$ cat src/rtl/signed_divider_seq.sv
// Sequential truncating signed divider (restoring, one quotient bit per clk).
// Latency: result and ready appear N+2 edges after the edge that samples start.
// Backpressure: none; start restarts at any time and DONE holds its result.
// Optional build macro: DIVIDER_DBZ_DETECT_EN (divide-by-zero short cut and dbz flag).
module signed_divider_seq #(
  parameter int N = 8
) (
  input  logic         clk,
  input  logic         rst,
  input  logic         start,
  input  logic [N-1:0] A,
  input  logic [N-1:0] B,
  output logic [N-1:0] Quotient,
  output logic [N-1:0] Remainder,
  output logic         ready,
  output logic         busy,
  output logic         dbz
);

  localparam int CW = $clog2(N + 1);

  typedef enum logic [1:0] {IDLE, ITER, FIX, DONE} state_t;

  state_t         state_q;
  // Dividend magnitude; quotient bits shift in from the LSB as dividend bits leave the MSB.
  logic [N-1:0]   a_q;
  logic [N-1:0]   b_q;
  // Partial remainder is N+1 bits so the trial subtraction sign is always visible.
  logic [N:0]     rem_q;
  logic [CW-1:0]  cnt_q;
  logic           sign_a_q;
  logic           sign_q_q;
  logic [N-1:0]   quo_q;
  logic [N-1:0]   rmd_q;

  logic [N-1:0]   a_abs;
  logic [N-1:0]   b_abs;
  logic [N:0]     rem_sh;
  logic [N:0]     diff;
  logic [N:0]     rem_d;
  logic [N-1:0]   a_d;

  // Operand magnitudes; -2^(N-1) maps to 2^(N-1), which still fits as unsigned N bits.
  always_comb begin
    a_abs = A[N-1] ? -A : A;
    b_abs = B[N-1] ? -B : B;
  end

  // One restoring step: shift, trial-subtract, keep or restore.
  always_comb begin
    rem_sh = {rem_q[N-1:0], a_q[N-1]};
    diff   = rem_sh - {1'b0, b_q};
    if (diff[N]) begin
      rem_d = rem_sh;
      a_d   = {a_q[N-2:0], 1'b0};
    end else begin
      rem_d = diff;
      a_d   = {a_q[N-2:0], 1'b1};
    end
  end

`ifdef DIVIDER_DBZ_DETECT_EN
  logic dbz_q;

  // Control FSM and datapath registers, with the divide-by-zero short cut.
  always_ff @(posedge clk or posedge rst) begin
    if (rst) begin
      state_q  <= IDLE;
      a_q      <= '0;
      b_q      <= '0;
      rem_q    <= '0;
      cnt_q    <= '0;
      sign_a_q <= 1'b0;
      sign_q_q <= 1'b0;
      quo_q    <= '0;
      rmd_q    <= '0;
      dbz_q    <= 1'b0;
    end else if (start) begin
      a_q      <= a_abs;
      b_q      <= b_abs;
      rem_q    <= '0;
      cnt_q    <= '0;
      sign_a_q <= A[N-1];
      sign_q_q <= A[N-1] ^ B[N-1];
      if (B == '0) begin
        quo_q   <= '1;
        rmd_q   <= A;
        dbz_q   <= 1'b1;
        state_q <= DONE;
      end else begin
        dbz_q   <= 1'b0;
        state_q <= ITER;
      end
    end else begin
      case (state_q)
        ITER: begin
          if (cnt_q == CW'(N)) begin
            state_q <= FIX;
          end else begin
            rem_q <= rem_d;
            a_q   <= a_d;
            cnt_q <= cnt_q + 1'b1;
          end
        end
        FIX: begin
          quo_q   <= sign_q_q ? -a_q : a_q;
          rmd_q   <= sign_a_q ? -rem_q[N-1:0] : rem_q[N-1:0];
          state_q <= DONE;
        end
        default: state_q <= state_q;
      endcase
    end
  end

  assign dbz = dbz_q;
`else
  // Control FSM and datapath registers; B=0 simply runs the normal iteration.
  always_ff @(posedge clk or posedge rst) begin
    if (rst) begin
      state_q  <= IDLE;
      a_q      <= '0;
      b_q      <= '0;
      rem_q    <= '0;
      cnt_q    <= '0;
      sign_a_q <= 1'b0;
      sign_q_q <= 1'b0;
      quo_q    <= '0;
      rmd_q    <= '0;
    end else if (start) begin
      a_q      <= a_abs;
      b_q      <= b_abs;
      rem_q    <= '0;
      cnt_q    <= '0;
      sign_a_q <= A[N-1];
      sign_q_q <= A[N-1] ^ B[N-1];
      state_q  <= ITER;
    end else begin
      case (state_q)
        ITER: begin
          // N working edges, then one edge that hands over to FIX.
          if (cnt_q == CW'(N)) begin
            state_q <= FIX;
          end else begin
            rem_q <= rem_d;
            a_q   <= a_d;
            cnt_q <= cnt_q + 1'b1;
          end
        end
        FIX: begin
          quo_q   <= sign_q_q ? -a_q : a_q;
          rmd_q   <= sign_a_q ? -rem_q[N-1:0] : rem_q[N-1:0];
          state_q <= DONE;
        end
        default: state_q <= state_q;
      endcase
    end
  end

  assign dbz = 1'b0;
`endif

  // Status flags are pure decodes of the state register.
  assign ready     = (state_q == DONE);
  assign busy      = (state_q == ITER) || (state_q == FIX);
  assign Quotient  = quo_q;
  assign Remainder = rmd_q;

endmodule

$ cat config.mk
export PLATFORM = sky130hd
export DESIGN_NAME = signed_divider_seq
export DESIGN_NICKNAME = d
export VERILOG_FILES = /design/src/rtl/signed_divider_seq.sv
export SDC_FILE = /design/constraint.sdc
export NUM_CORES = 1
export LEC_CHECK = 0
export ABC_AREA = 0
export BUFFER_PORTS_ARGS = -buffer_cell sky130_fd_sc_hd__buf_2
export CORE_ASPECT_RATIO = 0.7
export CORE_UTILIZATION = 33
export CTS_CLUSTER_SIZE = 24
export DETAILED_ROUTE_END_ITERATION = 12
export PLACE_DENSITY = 0.62
export SYNTH_ARGS = -nofsm -noshare
export SYNTH_HDL_FRONTEND = slang
export SYNTH_SLANG_ARGS = --single-unit
$ cat constraint.sdc
create_clock -name clk -period 2.4 [get_ports clk]
set_input_delay 0.24 -clock clk [delete_from_list [all_inputs] [get_ports clk]]
set_output_delay 0.24 -clock clk [all_outputs]
set_load 0.01 [all_outputs]
==> Implementation_results.wiki <==
{| class="wikitable"
! Metric !! Value
|-
| Outcome || finished, final reports clean
|-
| Average via count per standard cell || 4.88
|-
| Register bit total from synthesis || 48
|-
| Number of buffers on the longest clock path || 2
|-
| Number of ports placed on the die boundary || 38
|-
| Clock edge transition at the registers on the reported setup and hold paths || 0.07 ns
|-
| Syn Nets || 377
|-
| Violation count after the first detailed-route iteration || 97
|-
| Proportion of synthesized flip-flops having asynchronous set or reset || 100%
|-
| All-Layer GR Usage || 15.9%
|-
| TritonCTS clock tree || done
|-
| Final critical-path setup slack || 0.0666 ns
|-
| Mean area per synthesized cell || 8.95 sq um
|-
| Endpoints failing setup || 0
|-
| Total wire length || 6.79 mm
|-
| Share of layout cells above drive strength 1 || 20.8%
|-
| Routability cong. || 0.848
|-
| PortBufs || 36
|-
| Launch point of the worst reg-to-reg path || a_q[7]$_DFFE_PP0P_
|-
| Aggregate negative setup slack || 0 ns
|-
| Number of nets still failing antenna checks after routing || 0
|-
| Classification of the worst-slack hold path || in2reg
|-
| Maximum fanout along the worst path || 6
|-
| Register-to-Register Path Depth || 9
|-
| Cell count after synthesis || 340
|-
| Count of cell types in the netlist || 51
|-
| Category of the critical setup timing path || reg2reg
|-
| Global-route wire length before repair || 11.6 mm
|-
| Core Region || 0.00869 sq mm
|-
| Instance count along the most critical hold path || 3
|-
| Detail Placement HPWL || 5.18 mm
|-
| Antenna Diode Count || 0
|-
| Top FF cell, synth || dfrtp_1
|-
| Worst voltage drop across the vdd grid || 376 uV
|-
| Total gr overflow || 0
|-
| Number of iterations in the first detailed-routing pass || 4
|-
| Crit path capture type || register
|-
| Number of global-route vias before repair || 2358
|-
| Maximum number of pins on one net before global-route repair || 45
|-
| Total number of yosys warnings || 0
|-
| Detail-routed net length per standard cell || 13.5 um
|-
| Relative slew slack || 57.1%
|-
| Post-synthesis instance area || 0.00304 sq mm
|-
| Max-capacitance violation count || 0
|-
| Shortest clock period the worst path allows after layout || 2.33 ns
|-
| Relative area change from synthesis to final layout || 19.9%
|-
| Required time worst endpoint || 2.56 ns
|-
| Post-Place Worst Slack || -0.0296 ns
|-
| Number of core rows || 28
|-
| Launch instance of the worst min-delay path || A[0]
|-
| Post-DP Area || 0.00340 sq mm
|-
| Clock latency on the worst-skew pair || 0.29 ns
|-
| Crit. Startpoint || a_q[7]$_DFFE_PP0P_
|-
| Drt drc || 0
|-
| Final hold violations || 0
|-
| Crit path DAT || 2.50 ns
|-
| Buffer cell driving the clock tree root || clkbuf_16
|-
| Type of element launching the critical path || register
|-
| Die width || 117 um
|-
| Number of enable flip-flop cells after synthesis || 0
|-
| Initial cell density of the core || 35.0%
|-
| Filler cells || 892
|-
| Area of all placed cells without fillers || 0.00365 sq mm
|-
| PD cells || 1110 mW/mm^2
|-
| H-tree lvl count || 2
|-
| Number of clock sinks || 48
|-
| Final Cycle Share || 97.2%
|-
| Antenna violations before repair || 0
|-
| Clock skew || 0.00722 ns
|-
| Max Slew Vio Count || 0
|-
| Layout Nets || 421
|-
| Static Leakage || 1.73 nW
|-
| Achievable frequency || 429 MHz
|-
| Die ar. || 0.00961 sq mm
|-
| Worst hold slack across all endpoints || 0.234 ns
|-
| Worst Max-Slew Pin Slew || 0.642 ns
|-
| Register area share after synthesis || 39.5%
|-
| Die Y || 82.3 um
|-
| Total vias in the final route || 2464
|-
| Inserted Clock Buffers || 5
|}
[power by group]
| part | switching, W | internal [W] |
|---|---|---|
| logic | 0.00103 | 0.000873 |
| clock network | 0.000310 | 0.000522 |
| registers | 0.000240 | 0.00106 |
[metal layers]
| metal | global-route usage, % | share of wire, % |
|---|---|---|
| met5 | 0 | 0 |
| met4 | 4.30 | 1.0 |
| met3 | 4.23 | 6.1 |
| met2 | 21.8 | 39 |
| met1 | 24.0 | 54 |
[cell usage after synthesis, types with 4 or more instances]
cell type / instances / share of area, %
a21oi_1: 22 / 3.6
and2_1: 4 / 0.82
clkbuf_1: 13 / 1.6
dfrtp_1: 48 / 39
ha_1: 17 / 7.0
inv_1: 29 / 3.6
mux2i_1: 11 / 3.6
nand2_1: 44 / 5.4
nor2_1: 25 / 3.1
nor3_1: 4 / 0.66
o21ai_0: 25 / 4.1
o31ai_1: 6 / 1.5
or3_1: 7 / 1.4
xnor2_1: 13 / 3.7
xor2_1: 16 / 4.6
[timing repair]
item	in CTS	in global routing
endpoints found under the setup margin	4	6
cloned	0	0
gates resized for setup	2	5
hold buffers	1	0
pin swaps	0	4
endpoints found under the hold margin	15	0
buffers inserted	0	4
[through the flow]
stage,utilization [%],total power (W),std cells
6_report,42.0,0.00404,505
5_1_grt,42.0,0.00439,505
4_1_cts,41.4,0.00396,501
3_5_place_dp,39.1,0.00309,492
3_3_place_gp,39.1,0.00305,492
2_1_floorplan,-,0.00256,340
[critical path: stages (launching register included)]
cell	delay [ns]
dfrtp_1	0.34
inv_1	0.06
ha_2	0.20
fa_2	0.37
nand2b_4	0.17
a2111o_1	0.45
o211ai_4	0.13
buf_6	0.16
mux2i_2	0.23
a211oi_2	0.09
[sequential cells by signal, summed over array words and instances (netlist names), 2 cells and up]
name,flops
Quotient,8
Remainder,8
rem_q,8
a_q,8
cnt_q,4
state_q,2
b_q,8
[cells in the final DEF, fill, tap and decap left out, types with 2 or more instances in the layout]
cell       instances
a21o_1             2
nand2_1           44
nor3_1             4
nor2b_1            3
buf_4             17
or3_1              7
xor2_1            16
and2_1             4
clkbuf_16          5
mux2i_1           10
nor2_1            25
buf_2             36
a221oi_1           2
a21oi_1           22
a211oi_2           4
mux2_2             3
o311ai_0           2
inv_1             28
or4_1              3
o21ai_1            3
ha_1              16
o31ai_1            6
nand4_1            3
dfrtp_1           48
a211oi_1           2
o21ai_0           25
xnor2_1           13
[cells by family after synthesis]
| kind of cell | count (synthesis) | share of synthesized area, % |
|---|---|---|
| AOI/OAI and AO/OA | 81 | 17.6 |
| xor gates and xnor gates | 29 | 8.35 |
| adders and majority gates | 18 | 7.65 |
| buffers and inverters | 47 | 6.29 |
| DFF | 48 | 39.5 |
| muxes | 14 | 4.73 |
| other | 1 | 0.123 |
| and+or+nand+nor | 102 | 15.7 |
[cell type report]
| type | count | area [sq um] | area share [%] |
|---|---|---|---|
| repair buffers | 55 | 329 | 9.02 |
| multi-input cells | 245 | 1680 | 46.1 |
| flip-flops and latches | 48 | 1200 | 32.9 |
| well taps | 120 | 150 | 4.12 |
| clock buffers | 6 | 139 | 3.81 |
| clock inverters | 2 | 38.8 | 1.06 |
| inverters | 29 | 109 | 2.98 |
[worst paths after layout]
kind / endpoint / slack (ns)
max: rem_q[4]$_DFFE_PP0P_ / 0.07
min: a_q[0]$_DFFE_PP0P_ / 0.23
max reg2reg: rem_q[4]$_DFFE_PP0P_ / 0.07
min reg2reg: Quotient[6]$_DFFE_PP0P_ / 0.47
max in group asynchronous: b_q[5]$_DFFE_PP0P_ / 1.33
min in group asynchronous: Remainder[4]$_DFFE_PP0P_ / 0.46
Power figures use the tool's default switching activity.
